--- src/rtl/airfield_pkg.sv ---
// Shared types and constants for the runway sequencer: runway state encoding,
// LED bit positions, and a small elaboration-time helper.
package airfield_pkg;

    typedef enum logic [2:0] {
        CLOSED   = 3'd0,
        READY    = 3'd1,
        RESERVED = 3'd2,
        BUSY     = 3'd3,
        CLEARING = 3'd4
    } rwy_state_t;

    localparam int GREEN  = 0;
    localparam int RED    = 1;
    localparam int YELLOW = 2;

    function automatic int max_int(input int a, input int b);
        return (a > b) ? a : b;
    endfunction

endpackage

--- src/rtl/airfield_runway_fsm.sv ---
// One runway: state machine, shared RESERVED/CLEARING dwell timer and LED decode.
// State and LEDs update on the same edge (LEDs decoded from next state); no backpressure.
module airfield_runway_fsm
    import airfield_pkg::*;
#(
    parameter int CLEAR_CYCLES = 16,
    parameter int RESV_TIMEOUT = 64
) (
    input  logic       clk,
    input  logic       rst_n,
    input  logic       wx_ok,
    input  logic       occupied,
    input  logic       grant,
    input  logic       emergency,
    output rwy_state_t state,
    output logic [2:0] led
);

    localparam int TMAX = max_int(CLEAR_CYCLES, RESV_TIMEOUT);
    localparam int TW   = $clog2(TMAX + 1);
    localparam logic [TW-1:0] T_CLEAR_END = TW'(CLEAR_CYCLES - 1);
    localparam logic [TW-1:0] T_RESV_END  = TW'(RESV_TIMEOUT - 1);
    localparam logic [TW-1:0] T_SAT       = TW'(TMAX);
    localparam logic [2:0]    LED_RED     = 3'b1 << RED;

    rwy_state_t    state_nxt;
    logic [TW-1:0] timer;
    logic [2:0]    led_nxt;

    always_comb begin
        state_nxt = state;
        led_nxt   = '0;
        case (state)
            CLOSED: begin
                if (occupied)   state_nxt = BUSY;
                else if (wx_ok) state_nxt = READY;
            end
            READY: begin
                if (occupied)    state_nxt = BUSY;
                else if (grant)  state_nxt = RESERVED;
                else if (!wx_ok) state_nxt = CLOSED;
            end
            RESERVED: begin
                if (occupied)                 state_nxt = BUSY;
                else if (!wx_ok)              state_nxt = CLOSED;
                else if (timer == T_RESV_END) state_nxt = READY;
            end
            BUSY: begin
                // Weather is deliberately ignored while a plane is on the runway.
                if (!occupied) state_nxt = CLEARING;
            end
            CLEARING: begin
                if (occupied)                  state_nxt = BUSY;
                else if (timer == T_CLEAR_END) state_nxt = wx_ok ? READY : CLOSED;
            end
            default: state_nxt = CLOSED;
        endcase

        case (state_nxt)
            READY: begin
                led_nxt[GREEN]  = !emergency;
                led_nxt[YELLOW] = emergency;
            end
            CLEARING: begin
                led_nxt[RED]    = !emergency;
                led_nxt[YELLOW] = emergency;
            end
            default: led_nxt[RED] = 1'b1;
        endcase
    end

    always_ff @(posedge clk) begin
        if (!rst_n) begin
            state <= CLOSED;
            timer <= '0;
            led   <= LED_RED;
        end else begin
            state <= state_nxt;
            led   <= led_nxt;
            if (state_nxt != state)
                timer <= '0;
            else if (timer != T_SAT)
                timer <= timer + 1'b1;
        end
    end

endmodule

--- src/rtl/airfield_runway_sequencer.sv ---
// Airfield controller top: weather debounce, emergency compare, runway grant arbiter, N runway FSMs.
// All outputs registered, one-cycle latency from inputs; req is level and simply waits while no runway is READY.
module airfield_runway_sequencer
    import airfield_pkg::*;
#(
    parameter int N_RUNWAYS    = 2,
    parameter int PAX_W        = 7,
    parameter int PAX_EMERG    = 60,
    parameter int WX_DEBOUNCE  = 4,
    parameter int CLEAR_CYCLES = 16,
    parameter int RESV_TIMEOUT = 64
) (
    input  logic                 clk,
    input  logic                 rst_n,
    input  logic                 weather,
    input  logic [PAX_W-1:0]     passengers,
    input  logic [N_RUNWAYS-1:0] occupied,
    input  logic                 req,
    output logic [N_RUNWAYS-1:0] grant,
    output logic                 emergency,
    output logic                 wx_ok,
    output logic [N_RUNWAYS-1:0] led_green,
    output logic [N_RUNWAYS-1:0] led_red,
    output logic [N_RUNWAYS-1:0] led_yellow
);

    localparam int WXW = $clog2(WX_DEBOUNCE + 1);

    logic [WXW-1:0]       wx_cnt;
    logic                 emergency_nxt;
    logic [N_RUNWAYS-1:0] ready;
    logic [N_RUNWAYS-1:0] grant_nxt;
    logic                 found;
    rwy_state_t           state [N_RUNWAYS];
    logic [2:0]           led   [N_RUNWAYS];

    always_ff @(posedge clk) begin
        if (!rst_n) begin
            wx_ok  <= 1'b0;
            wx_cnt <= '0;
        end else if (weather != wx_ok) begin
            if (wx_cnt == WXW'(WX_DEBOUNCE - 1)) begin
                wx_ok  <= weather;
                wx_cnt <= '0;
            end else begin
                wx_cnt <= wx_cnt + 1'b1;
            end
        end else begin
            wx_cnt <= '0;
        end
    end

    // LEDs use the same compare result so they switch colour on the edge emergency changes.
    assign emergency_nxt = 32'(passengers) >= PAX_EMERG;

    // Lowest-index READY runway wins; a cycle with a live grant blocks the next one.
    always_comb begin
        grant_nxt = '0;
        found     = 1'b0;
        if (req && (grant == '0)) begin
            for (int i = 0; i < N_RUNWAYS; i++) begin
                if (!found && ready[i]) begin
                    grant_nxt[i] = 1'b1;
                    found        = 1'b1;
                end
            end
        end
    end

    always_ff @(posedge clk) begin
        if (!rst_n) begin
            grant     <= '0;
            emergency <= 1'b0;
        end else begin
            grant     <= grant_nxt;
            emergency <= emergency_nxt;
        end
    end

    for (genvar r = 0; r < N_RUNWAYS; r++) begin : g_rwy
        airfield_runway_fsm #(
            .CLEAR_CYCLES (CLEAR_CYCLES),
            .RESV_TIMEOUT (RESV_TIMEOUT)
        ) u_fsm (
            .clk       (clk),
            .rst_n     (rst_n),
            .wx_ok     (wx_ok),
            .occupied  (occupied[r]),
            .grant     (grant_nxt[r]),
            .emergency (emergency_nxt),
            .state     (state[r]),
            .led       (led[r])
        );

        assign ready[r]      = (state[r] == READY);
        assign led_green[r]  = led[r][GREEN];
        assign led_red[r]    = led[r][RED];
        assign led_yellow[r] = led[r][YELLOW];
    end

endmodule

--- config.mk ---
export PLATFORM = sky130hd
export DESIGN_NAME = airfield_runway_sequencer
export DESIGN_NICKNAME = d
export VERILOG_FILES = /design/src/rtl/airfield_pkg.sv /design/src/rtl/airfield_runway_fsm.sv /design/src/rtl/airfield_runway_sequencer.sv
export SDC_FILE = /design/constraint.sdc
export NUM_CORES = 1
export LEC_CHECK = 0
export CAP_MARGIN = 20
export CORE_MARGIN = 2
export CORE_UTILIZATION = 58
export DETAILED_ROUTE_END_ITERATION = 10
export HOLD_SLACK_MARGIN = 0.05
export PLACE_DENSITY_LB_ADDON = 0.15
export SYNTH_ARGS = -nofsm -noshare
export SYNTH_HDL_FRONTEND = slang
export SYNTH_SLANG_ARGS = --single-unit
export TNS_END_PERCENT = 1
--- constraint.sdc ---
create_clock -name clk -period 2.9 [get_ports clk]
set_clock_uncertainty 0.1 [all_clocks]
set_input_delay 0.725 -clock clk [delete_from_list [all_inputs] [get_ports clk]]
set_output_delay 0.725 -clock clk [all_outputs]
set_load 0.02 [all_outputs]
* After elaboration in Yosys (flattened, before gate mapping)
Index checks and enable logic that the tools add are counted.
** Storage, ports and cells
- Register bits after elaboration :: 33
- Output and inout port bits :: 10
- Bits of input ports :: 13
- Logic and storage cells :: 90
** Operators by class
- Mux-type cells :: 31
- $lt $le $gt $ge :: 1
- Add/subtract/negate cells :: 3
- Reduce and logical (&&, ||, !) cells :: 17
- Bitwise logic cells :: 2
- Equality and inequality tests :: 22
** Operators by type and width (count)
- $mux W3 :: 22
- $pmux W3 S5 :: 2
- $eq A3 B2 Y1 const B :: 5
- $add A7 B1 Y7 const B :: 2
- $eq A7 B4 Y1 const B :: 2
- $eq A7 B6 Y1 const B :: 2
- $ne A7 B7 Y1 const B :: 2
- $eq A3 B1 Y1 const B :: 4
- $eq A3 B3 Y1 const B :: 4
- $reduce_and A2 Y1 :: 5
- $reduce_or A2 Y1 :: 4
- $ge A7 B6 Y1 const B :: 1
- $logic_not A3 Y1 :: 2
- $ne A3 B3 Y1 :: 2
- $mux W1 :: 4
- $pmux W1 S2 :: 2
- $add A3 B1 Y3 const B :: 1
- $reduce_or A3 Y1 :: 1
- $logic_and A1 B1 Y1 :: 2
- $logic_not A1 Y1 :: 2
- $logic_not A2 Y1 :: 1
- $mux W2 :: 1
- $not A1 Y1 :: 2
- $ne A1 B1 Y1 :: 1

* Depth between registers and ports, before layout
- Word-level depth :: 13
- Depth in mapped cells :: 7
- Gate-level depth less buffers :: 6

* Cells and area by module
A second synthesis with hierarchy kept.
** Unflattened totals
- Cell total of the unflattened synthesis :: 207
- Area total of the unflattened synthesis :: 1813.0 um2
** By module, submodules not included
- airfield_runway_fsm :: area an instance 758.2 um2, cells an instance 90, seq. area each 260.2 um2, instances 2
- airfield_runway_sequencer :: area an instance 296.5 um2, cells an instance 27, seq. area each 140.1 um2, instances 1

* Worst setup path before layout
OpenSTA, ideal clock, no wires.
- Kind :: input to register
- Start :: input req
- End :: register g_rwy[1].u_fsm.timer[0]
- Cell stages on the path :: 5
- Data arrival time :: 1862 ps
- Path buffers :: 0
- Required time :: 2708 ps
- Setup time :: 92 ps
- Path slack :: 846 ps
- Cells stage by stage :: nor3b_2 a311o_1 and3_4 mux2i_4 nor4_1
** On the way
- Longest elaborated chain between the ends :: 7
** RTL lines
- start: declaration :: line airfield_runway_sequencer.sv:18 : input logic req,
- $logic_and A1 B1 Y1 :: line airfield_runway_sequencer.sv:60 : if (req && (grant == '0)) begin
- $mux W2 :: line airfield_runway_sequencer.sv:60
- $mux W3 :: line airfield_runway_fsm.sv:40 : else if (grant) state_nxt = RESERVED;
- $mux W3 :: line airfield_runway_fsm.sv:39 : if (occupied) state_nxt = BUSY;
- $pmux W3 S5 :: line airfield_runway_fsm.sv:33 : case (state)
- $ne A3 B3 Y1 :: line airfield_runway_fsm.sv:80 : if (state_nxt != state)
- $reduce_or A2 Y1 (no source line)
- end signal: assignment :: line airfield_runway_fsm.sv:83 : timer <= timer + 1'b1;
- end: declaration :: line airfield_runway_fsm.sv:27 : logic [TW-1:0] timer;
No other way between the ends.
A chain may end at the register's enable or synchronous reset.

* Final worst setup path
- Start :: register wx_ok
- End :: output wx_ok
** RTL lines
- start: declaration :: line airfield_runway_sequencer.sv:21 : output logic wx_ok,
- start signal: assignment :: line airfield_runway_sequencer.sv:43 : wx_ok <= weather;
No word-level cell between the ends.

==> results.txt <==
----------------------------------------------------
[Synthesis]
  Post-Synth Adder-Cell Area ... 0.0431
  Mux share of post-synthesis cell area ... 0.0244
  Number of unique standard cell types used by synthesis ... between 50 and 60
  Area fraction in compound gates after synthesis ... 0.207
  Yosys synthesis warning count ... 0
  Number of synthesized register bits ... 33
  Primary FF master, synth ... dfxtp_1
  Count of mapped cells out of synthesis ... 204
  Synth async-reset ratio ... 0
  Number of enable-type register cells in the synthesized netlist ... 0
  Xor/xnor share of the synthesized area ... 0.0603
  Dominant combinational cell family by area after synthesis ... simple AND/OR/NAND/NOR gates
  Fraction of the yosys area taken by sequential cells ... 0.379
  Fraction of the mapped netlist area in simple logic gates ... 0.248
  Netlist area before placement ... 1740 µm²
  Synthesized netlist net count ... 223
  Synth Area per Inst ... 8.54 µm²

[Placed design]
  Cell area after placement ... 1960 µm²
  Number of port buffers ... 20
  Detailed placer's ending HPWL ... between 2000 and 3000 µm
  Total instance count after detailed placement ... 248
  Placer Congestion ... 0.799

[Power]
  Net switching power of the design ... 251 µW
  Proportion of power drawn by combinational gates ... 0.139
  Power density cells ... 485 nW/µm²
  Sequential power share ... 0.492
  Internal Dissipation ... 741 µW
  Standby leakage power ... between 0.0007 and 0.0008 µW
  Clock network fraction of design power ... 0.369
  Switching fraction of total power ... 0.253
  Peak supply drop ... around 0.34 mV
  Final total power ... 992 µW

[Global routing]
  Maximum number of pins on one net before global-route repair ... 15
  Remaining global-route overflow ... 0
  Initial antenna violation count ... 0
  All-Layer GR Usage ... 0.247
  Vias in the first global route ... 1,535
  First-pass GRT wire length ... 6510 µm

[Clock network]
  Skew-Pair Late Insertion Delay ... 0.34 ns
  Clock slew seen by the registers of the worst setup and hold paths ... 0.10 ns
  Level count of the clock H-tree ... 2
  Post-cts sizing count ... 0
  Worst-case clock buffer depth ... 2
  Post-CTS Hold Fix Bufs ... 0
  Root Buffer ... clkbuf_4
  Post CTS Setup Buffer Count ... 0
  Clock buffer count from CTS ... 5
  CTS tree ... done
  Clk sinks ... 33

[Floorplanning]
  Core footprint ... roughly 2800 µm²
  Overall die height ... about 59 µm
  Initial standard-cell utilization of the core ... 0.621
  Die Area ... 3460 µm²
  Count of boundary I/O pins ... 23
  Width of the chip ... between 50 and 60 µm
  Site row count ... 19

[Setup path]
  Critical-path cell list ... clkdlybuf4s50_1
  Slowest cell on the critical path ... clkdlybuf4s50_1
  Data arrival, critical path ... 1.62 ns
  Crit end category ... output pin
  Req. time, crit path ... 2.08 ns
  Reg2reg path depth ... 5
  Path length in cells of the critical path ... 1
  CP max stage delay ... 0.69 ns
  Largest driver fanout on the critical path ... 10
  Setup CP Type ... reg -> out
  Minimum setup slack among reg-to-reg paths ... 0.63 ns
  Crit start category ... flip-flop
  Origin of the critical flop-to-flop path ... g_rwy[0].u_fsm.state[0]$_SDFF_PN0_
  RR Endpoint ... g_rwy[1].u_fsm.timer[1]$_SDFFE_PP0P_
  Buffer and inverter count on the worst path ... 1
  Top cell family by delay on the critical path ... buffers and inverters

[Timing]
  Worst Hold Slack ... 0.333 ns
  Minimum clock period after layout ... 2.44 ns
  Worst max-slew margin expressed relative to the limit ... 0.579
  Final clock period utilization by the worst path ... 0.842
  Final setup violation count ... 0
  Setup TNS after final layout ... 0 ns
  Final Hold Violating Endpoints ... 0
  Final count of pins violating max slew ... 0
  Least-Margin Pin Slew ... 0.631 ns
  Unrepaired setup endpoints after global routing ... no
  Max Clock Freq ... 410 MHz

[Routing]
  Vias per cell ... 6.07
  Pre-antenna DRT Iters ... 7
  Residual DRC ... 1
  Average detailed-routed wire length per instance ... roughly 15 µm
  Via Count ... 1,555
  Detailed Route Iter0 Violations ... 73
  Count of nets left with antenna violations after detail routing ... 0
  Total Routed Length ... 3850 µm

[Layout]
  Post-route cell area ... 2040 µm²
  Signed area change from the synthesized netlist to the final layout ... 17.3%
  Number of nets in the layout ... 243
  Final Non-Filler Cells ... 256
  Ant diodes ... 0
  Share of cells above drive strength 1 ... 0.0756

[Worst hold path]
  Hold Path End ... wx_cnt[0]$_SDFF_PP0_
  Origin of the worst min-delay path ... wx_cnt[0]$_SDFF_PP0_
  Worst hold stages ... 1
  Min-Delay Path Class ... reg -> reg

[Run]
  Max Cap Viol ... 0

[Status]
  Failing checks ... DRC
  Outcome ... finished, violations left

----------------------------------------------------
## logic make-up (layout without fill, tap and decap cells)
kind of cell	Yosys count	in the layout
AOI/OAI and AO/OA	49	49
xor gates and xnor gates	12	12
buffers and inverters	17	38
and+or+nand+nor	84	84
muxes	3	3
adders and majority gates	6	6
DFF	33	33
## cells in the final DEF (no fill, tap or decap), types with 3 or more instances in the layout
master,n
nand4_1,3
o21ai_0,5
a21o_1,5
clkbuf_4,5
nor4_1,6
nand3_1,5
xnor2_1,7
nand2_1,20
and3_1,3
nor2_1,28
inv_1,8
dfxtp_1,33
a21oi_1,12
ha_1,6
nor2b_1,3
clkdlybuf4s50_1,20
xor2_1,5
nand2b_1,3
## cell type report
| cell class | instances | area [µm²] |
|---|---|---|
| well taps | 31 | 38.8 |
| flip-flops and latches | 33 | 661 |
| multi-input cells | 154 | 1010 |
| clock buffers | 7 | 55.1 |
| repair buffers | 22 | 215 |
| inverters | 8 | 30.0 |
| clock inverters | 1 | 30.0 |
| fillers | 227 | 761 |
## how the worst max path moves through the flow
stage                  startpoint                                    to
3_5_place_dp                  req  g_rwy[1].u_fsm.timer[1]$_SDFFE_PP0P_
5_1_grt        wx_ok$_SDFFE_PN0P_                                 wx_ok
4_1_cts        wx_ok$_SDFFE_PN0P_                                 wx_ok
2_1_floorplan                 req  g_rwy[1].u_fsm.timer[0]$_SDFFE_PP0P_
6_report       wx_ok$_SDFFE_PN0P_                                 wx_ok
3_3_place_gp                  req  g_rwy[1].u_fsm.timer[0]$_SDFFE_PP0P_
## cells in the mapped netlist, types with 2 or more instances
cell type / n / share of area
nor4_1: 6 / 0.022
o21a_1: 2 / 0.0086
or3_1: 2 / 0.0072
inv_1: 8 / 0.017
o21ai_0: 5 / 0.014
and3_1: 3 / 0.011
mux2i_1: 2 / 0.011
nor2b_1: 3 / 0.011
and2_1: 2 / 0.0072
clkbuf_1: 6 / 0.013
a31oi_1: 2 / 0.0072
nand4_1: 3 / 0.011
ha_1: 6 / 0.043
a21boi_1: 2 / 0.0086
nor2_1: 28 / 0.060
nand3_1: 5 / 0.014
o22ai_1: 2 / 0.0072
xor2_1: 5 / 0.025
o21ai_1: 2 / 0.0057
nand2_1: 20 / 0.043
nand2b_1: 3 / 0.011
a21o_1: 5 / 0.022
a21oi_1: 12 / 0.034
xnor2_1: 7 / 0.035
dfxtp_1: 33 / 0.38
nor3b_2: 2 / 0.014
buf_2: 3 / 0.0086
## power groups by stage
stage          logic [µW]  clock network [µW]  registers (µW)
2_1_floorplan        93.1                   0             494
3_3_place_gp          129                   0             497
3_5_place_dp          136                   0             498
4_1_cts               137                 368             488
5_1_grt               152                 390             491
6_report              138                 366             488
## flip-flops by register name, summed over array words and instances (netlist names)
name / flops
g_rwy.u_fsm.led: 6
grant: 2
emergency: 1
g_rwy.u_fsm.timer: 14
wx_ok: 1
wx_cnt: 3
g_rwy.u_fsm.state: 6
## per-layer routing
| layer | GRT usage | wire (µm) |
|---|---|---|
| met1 | 0.302 | 1680 |
| met2 | 0.414 | 1840 |
| met3 | 0.0681 | 276 |
| met4 | 0.0909 | 47 |
| met5 | 0 | 0 |
## metrics by stage
stage	utilization	worst slack, ns
after floorplan	-	0.846
after global placement	0.698	0.288
after detailed placement	0.698	0.215
after CTS	0.729	0.473
after global routing	0.729	0.408
final	0.729	0.459
No activity file was read; power rests on OpenSTA's default activity.
